## config.mk

```make
export PLATFORM = sky130hd
export DESIGN_NAME = pc_fetch_unit_flat
export DESIGN_NICKNAME = d
export VERILOG_FILES = /design/src/rtl/pc_fetch_pkg.sv /design/src/rtl/pc_fetch_if.sv /design/src/rtl/pc_plus4_adder.sv /design/src/rtl/pc_fetch_unit.sv /design/src/flat_wrapper.sv
export SDC_FILE = /design/constraint.sdc
export NUM_CORES = 1
export LEC_CHECK = 0
export ABC_AREA = 1
export CAP_MARGIN = 40
export CORE_MARGIN = 2
export CORE_UTILIZATION = 40
export DETAILED_ROUTE_END_ITERATION = 8
export PLACE_DENSITY = 0.77
export SLEW_MARGIN = 30
export SYNTH_ARGS = -nofsm -noshare
export SYNTH_HDL_FRONTEND = slang
export SYNTH_SLANG_ARGS = --single-unit
```

## constraint.sdc

```tcl
create_clock -name clk -period 1.4 [get_ports clk]
set_input_delay 0.21 -clock clk [delete_from_list [all_inputs] [get_ports clk]]
set_output_delay 0.21 -clock clk [all_outputs]
set_load 0.05 [all_outputs]
```

## src/rtl/pc_fetch_pkg.sv

```systemverilog
// ============================================================================
//  Module   : pc_fetch_pkg
//  Purpose  : Shared types and constants for the PC / instruction-fetch unit.
//  Revision : 1.0 - initial release
// ============================================================================
`default_nettype none

package pc_fetch_pkg;

  // Fetch sequencer states; TRAP is only reachable with PC_MISALIGN_TRAP_EN
  typedef enum logic [2:0] {
    BOOT  = 3'd0,
    REQ   = 3'd1,
    WAIT  = 3'd2,
    ISSUE = 3'd3,
    TRAP  = 3'd4
  } fetch_state_e;

  localparam logic [31:0] NOP_INSTR = 32'h0000_0013;
  localparam logic [31:0] PC_INC    = 32'd4;

  // Force an address onto a word boundary
  function automatic logic [31:0] align_word(input logic [31:0] addr);
    return {addr[31:2], 2'b00};
  endfunction

endpackage

`default_nettype wire

```

## src/rtl/pc_fetch_if.sv

```systemverilog
// ============================================================================
//  Module   : pc_fetch_if
//  Purpose  : req/gnt/rvalid instruction-memory port. The fetch unit is the
//             master, the instruction memory is the slave.
//  Revision : 1.0 - initial release
// ============================================================================
`default_nettype none

interface pc_fetch_if;
  logic        imem_req;
  logic [31:0] imem_addr;
  logic        imem_gnt;
  logic        imem_rvalid;
  logic [31:0] imem_rdata;

  modport master (
    output imem_req, imem_addr,
    input  imem_gnt, imem_rvalid, imem_rdata
  );

  modport slave (
    input  imem_req, imem_addr,
    output imem_gnt, imem_rvalid, imem_rdata
  );
endinterface

`default_nettype wire

```

## src/rtl/pc_plus4_adder.sv

```systemverilog
// ============================================================================
//  Module   : pc_plus4_adder
//  Purpose  : Sequential-PC incrementer; wraps modulo 2^32 with no flag.
//  Revision : 1.0 - initial release
// ============================================================================
`default_nettype none

module pc_plus4_adder
  import pc_fetch_pkg::*;
(
  input  wire logic [31:0] pc,
  output      logic [31:0] pc_plus4
);

  assign pc_plus4 = pc + PC_INC;

endmodule

`default_nettype wire

```

## src/rtl/pc_fetch_unit.sv

```systemverilog
// ============================================================================
//  Module   : pc_fetch_unit
//  Purpose  : Program-counter register and instruction-fetch sequencer.
//             Fetches one word per instruction over the imem port and holds
//             it on Instr until the core releases it (stall low in ISSUE).
//  Options  : PC_MISALIGN_TRAP_EN - a misaligned next PC enters a terminal
//             TRAP state instead of being silently word-aligned.
//  Revision : 1.0 - initial release
// ============================================================================
`default_nettype none

module pc_fetch_unit
  import pc_fetch_pkg::*;
#(
  parameter logic [31:0] RESET_VECTOR = 32'h0000_0000
) (
  input  wire logic        clk,
  input  wire logic        rst_n,
  input  wire logic        PCSrc,
  input  wire logic [31:0] PCTarget,
  input  wire logic        stall,
  pc_fetch_if.master       imem,
  output      logic [31:0] Instr,
  output      logic        InstrValid,
  output      logic [31:0] PC,
  output      logic [31:0] PCPlus4,
  output      logic [31:0] FetchCount,
  output      logic        misalign_trap
);

  fetch_state_e state_q, state_d;
  logic [31:0]  pc_q, pc_d;
  logic [31:0]  instr_q, instr_d;
  logic         valid_q, valid_d;
  logic         req_q, req_d;
  logic [31:0]  count_q, count_d;
  logic         rst_sync_q;
  logic [31:0]  pc_plus4;
  logic [31:0]  next_pc_sel;
`ifdef PC_MISALIGN_TRAP_EN
  logic         trap_q, trap_d;
`endif

  pc_plus4_adder u_pc_plus4_adder (
    .pc       (pc_q),
    .pc_plus4 (pc_plus4)
  );

  // Reset is asserted asynchronously but released on a clock edge: BOOT is
  // held until this flop has seen rst_n high.
  always_ff @(posedge clk or negedge rst_n) begin
    if (!rst_n) rst_sync_q <= 1'b0;
    else        rst_sync_q <= 1'b1;
  end

  // Next-state and next-output computation for the fetch sequencer
  always_comb begin
    state_d     = state_q;
    pc_d        = pc_q;
    instr_d     = instr_q;
    valid_d     = valid_q;
    req_d       = req_q;
    count_d     = count_q;
`ifdef PC_MISALIGN_TRAP_EN
    trap_d      = trap_q;
`endif
    next_pc_sel = PCSrc ? PCTarget : pc_plus4;

    case (state_q)
      BOOT: begin
        if (rst_sync_q) begin
          state_d = REQ;
          req_d   = 1'b1;
        end
      end
      REQ: begin
        // A response arriving together with the grant is stale and dropped
        if (imem.imem_gnt) begin
          state_d = WAIT;
          req_d   = 1'b0;
        end
      end
      WAIT: begin
        if (imem.imem_rvalid) begin
          instr_d = imem.imem_rdata;
          valid_d = 1'b1;
          state_d = ISSUE;
        end
      end
      ISSUE: begin
        if (!stall) begin
          count_d = count_q + 32'd1;
          valid_d = 1'b0;
`ifdef PC_MISALIGN_TRAP_EN
          if (next_pc_sel[1:0] != 2'b00) begin
            trap_d  = 1'b1;
            state_d = TRAP;
          end else begin
            pc_d    = next_pc_sel;
            state_d = REQ;
            req_d   = 1'b1;
          end
`else
          pc_d    = align_word(next_pc_sel);
          state_d = REQ;
          req_d   = 1'b1;
`endif
        end
      end
      default: begin
        // TRAP is terminal; only reset leaves it
      end
    endcase
  end

  // State and registered-output flops
  always_ff @(posedge clk or negedge rst_n) begin
    if (!rst_n) begin
      state_q <= BOOT;
      pc_q    <= RESET_VECTOR;
      instr_q <= NOP_INSTR;
      valid_q <= 1'b0;
      req_q   <= 1'b0;
      count_q <= 32'd0;
`ifdef PC_MISALIGN_TRAP_EN
      trap_q  <= 1'b0;
`endif
    end else begin
      state_q <= state_d;
      pc_q    <= pc_d;
      instr_q <= instr_d;
      valid_q <= valid_d;
      req_q   <= req_d;
      count_q <= count_d;
`ifdef PC_MISALIGN_TRAP_EN
      trap_q  <= trap_d;
`endif
    end
  end

  assign imem.imem_req  = req_q;
  assign imem.imem_addr = pc_q;
  assign Instr          = instr_q;
  assign InstrValid     = valid_q;
  assign PC             = pc_q;
  assign PCPlus4        = pc_plus4;
  assign FetchCount     = count_q;
`ifdef PC_MISALIGN_TRAP_EN
  assign misalign_trap  = trap_q;
`else
  assign misalign_trap  = 1'b0;
`endif

endmodule

`default_nettype wire
```

## src/flat_wrapper.sv

```systemverilog
// flat-port wrapper written by rule: the top's interface ports become plain ports
module pc_fetch_unit_flat import pc_fetch_pkg::*;
#(
  parameter logic [31:0] RESET_VECTOR = 32'h0000_0000
)
  (clk, rst_n, PCSrc, PCTarget, stall, Instr, InstrValid, PC, PCPlus4, FetchCount, misalign_trap, imem_imem_req, imem_imem_addr, imem_imem_gnt, imem_imem_rvalid, imem_imem_rdata);
  pc_fetch_if imem_i ();
  input  wire logic clk;
  input  wire logic rst_n;
  input  wire logic PCSrc;
  input  wire logic [31:0] PCTarget;
  input  wire logic stall;
  output      logic [31:0] Instr;
  output      logic InstrValid;
  output      logic [31:0] PC;
  output      logic [31:0] PCPlus4;
  output      logic [31:0] FetchCount;
  output      logic misalign_trap;
  output wire logic [$bits(imem_i.imem_req)-1:0] imem_imem_req;
  output wire logic [$bits(imem_i.imem_addr)-1:0] imem_imem_addr;
  input wire logic [$bits(imem_i.imem_gnt)-1:0] imem_imem_gnt;
  input wire logic [$bits(imem_i.imem_rvalid)-1:0] imem_imem_rvalid;
  input wire logic [$bits(imem_i.imem_rdata)-1:0] imem_imem_rdata;
  assign imem_imem_req = imem_i.imem_req;
  assign imem_imem_addr = imem_i.imem_addr;
  assign imem_i.imem_gnt = imem_imem_gnt;
  assign imem_i.imem_rvalid = imem_imem_rvalid;
  assign imem_i.imem_rdata = imem_imem_rdata;
  pc_fetch_unit #(.RESET_VECTOR(RESET_VECTOR)) u_core (.clk(clk), .rst_n(rst_n), .PCSrc(PCSrc), .PCTarget(PCTarget), .stall(stall), .imem(imem_i), .Instr(Instr), .InstrValid(InstrValid), .PC(PC), .PCPlus4(PCPlus4), .FetchCount(FetchCount), .misalign_trap(misalign_trap));
endmodule
```

==> impl_metrics.toml <==
[floorplanning]
num_rows = 44
dieArea_um2 = 16000
start_util = 0.412
die_h_um = 127
ios = 233
die_w_um = 127
core_um2 = 14600

[critical_path]
critical_path.most_common_cell = "buf_12"
crit_chain = "buf_6, clkinvlp_4, nor2_4, buf_12, nand3b_1, nor2_1, nand2_1, nand2_4, buf_12"
cp_max_fo = 3
crit_family = "simple AND/OR/NAND/NOR gates"
start_kind = "register"
path_class = "register to output port"
worst_ep_required_time_ns = 1.19
slowest_stage = "dfrtp_2"
crit_buf_inv = 4
arrival_ns = 2.05
ff2ff_path_depth = 13
cp-end-kind = "output port"
cp_num_cells = 9
slowest_delay_ns = 0.40

[cts]
clk_pin_slew_ns = 0.08
numCtsBuffers = 9
cts_tree = "done"
clockBufferDepth = 2
root_buffer = "clkbuf_16"
cts.sinks = 99
clk_latency_ns = 0.37
cts_htree_levels = 3

[final_layout]
fillers = 533
fin_nets = 1234
layout_common_cells = "nand2_1, buf_12, buf_4"
final_util = 0.903
final_common_cell = "nand2_1"
drive_above_1_share = 0.579
syn2layout_area_growth_pct = 119
layoutNonFillerInstCount = 1347
diodes = 0

[detailed_routing]
via_count = 7400
first_iter_violations = 852
first_pass_iters = 7
ant_nets = 0
routed_wirelength_um = 28600
wire_per_inst_um = 21.2
avgViaCountPerCell = 5.49
drc = 0

[timing]
min_period_ns = 2.26
hold_viol_final = 0
min_period_over_period = 1.61
finalClockSkew_ns = 0.00975
setup-tns-final_ns = -35.60
setup_viol = 119
holdWs_ns = 0.329
rsz0062_at_grt = "yes"
slew_viol_final = 0
setup_ws_ns = -0.856
fmax_ghz = 0.443

[run]
drv_cap = 0

[place]
io_buffers = 223
place.gp.congestion = 0.891
place_hpwl_um = 16100
dpl.cell_count = 1263

[synthesis]
synth_area_per_cell_um2 = 7.76
yosys_warnings = 0
synth_edf_count = 0
async_flop_share = 1.00
netlist_area_um2 = 6020
ys_ff_latch = 99
synthCells = 775
synth_ff_type = "dfrtp_1"
synth.distinct_cells = 36
synth-seq-area-share = 0.412

[power_and_ir_drop]
powerDensity_nw_per_um2 = 2560
p_leak_nw = 5.95
power_mw = 33.7
peakVddDrop_mv = 1.94

[outcome]
outcome = "finished with violations"
violations = "setup timing"

[global_routing]
antenna_found_initial = 0
grt_pass1_wl_um = 35600
grt_overflow = 0
first_global_vias = 6938
grt_max_degree = 37
grt_usage = 0.278

[worst_hold_path]
hp-class = "input port to asynchronous set/reset pin"
-- final cells by class --
cell class                      instances  area (µm²)  share of cell area
Tap cell                              184         230              0.0175
Inverter                               60         253              0.0192
Clock buffer                            9         225              0.0171
Clock inverter                          7         100             0.00760
Timing Repair Buffer                  419        5640               0.428
Multi-Input combinational cell        569        4200               0.319
Sequential cell                        99        2520               0.192
-- worst register-to-register path, cell delays in order (launching register included) --
cell and delay [ns]:
dfrtp_2 0.40, buf_6 0.13, clkinvlp_4 0.11, nor2_4 0.18, buf_12 0.14, nand2_8 0.05
nor2_4 0.19, nand2_1 0.11, nand2_2 0.12, buf_4 0.12, buf_4 0.10, nand3_2 0.05
nand2_1 0.05, nand2_1 0.05
-- logic make-up (layout without fill, tap and decap cells) --
kind of cell,after synthesis,in the layout,share of synthesized area
and+or+nand+nor,440,440,0.324
buffers and inverters,113,495,0.0965
DFF,99,99,0.412
AOI/OAI and AO/OA,55,55,0.0516
muxes,32,32,0.0599
xor gates and xnor gates,28,28,0.0420
adders and majority gates,6,6,0.0125
other,2,8,0.00125
-- Yosys cell counts, types with 10 or more instances --
master   instances  area, µm²
a21oi_1         26        130
buf_4           39        293
dfrtp_1         96       2400
inv_1           57        214
mux2_2          32        360
nand2_1        236        886
nand3_1         38        190
nor2_1         111        417
nor2_2          10       62.6
nor2_4          10        113
xnor2_1         10       87.6
xor2_1          17        149
-- metrics by stage --
stage | setup WS (ns) | area (µm²)
2_1_floorplan | -0.641 | 6460
3_3_place_gp | -0.364 | 11100
3_5_place_dp | -0.441 | 11100
4_1_cts | -0.769 | 12000
5_1_grt | -0.916 | 13200
6_report | -0.856 | 13200
-- layer usage --
| layer | up-vias | share of wire | GRT usage |
|---|---|---|---|
| met5 | - | 0 | 0 |
| met4 | 0 | 0.051 | 0.0763 |
| met3 | 161 | 0.083 | 0.0578 |
| met2 | 508 | 0.52 | 0.504 |
| met1 | 3580 | 0.34 | 0.334 |
| li1 | 3151 | - | - |
-- path summary, 6_finish.rpt --
kind	startpoint	to	slack, ns
max reg2reg	u_core.PC[2]	u_core.PC[31]	-0.49
min	rst_n	u_core.Instr[27]	0.33
max	u_core.PC[2]	PCPlus4[19]	-0.86
min in group clk	imem_imem_rdata[22]	u_core.Instr[22]	0.44
max in group asynchronous	rst_n	u_core.Instr[4]	0.45
min reg2reg	u_core.FetchCount[21]	u_core.FetchCount[21]	0.53
-- state kept, by name, indices dropped and copies added (netlist names) --
| name | count |
|---|---|
| u_core.FetchCount | 32 |
| u_core.Instr | 32 |
| u_core.InstrValid | 1 |
| u_core.PC | 30 |
| u_core.imem.imem_req | 1 |
| u_core.rst_sync_q | 1 |
| u_core.state_q | 2 |
-- repair_timing --
item,in CTS,in global routing
buffers inserted,29,54
hold endpoints to repair,24,0
resized for setup,79,217
pin swaps,37,75
cloned,2,3
endpoints found under the setup margin,112,129
hold buffers,1,0
-- where the power goes --
part / internal (mW) / total (mW) / switching (mW) / leakage, nW
Clock: 1.45 / 2.85 / 1.39 / 0.158
Sequential: 3.97 / 5.25 / 1.28 / 1.16
Combinational: 12.0 / 25.6 / 13.6 / 4.64
Note: power is estimated with default switching activity, not from simulation.
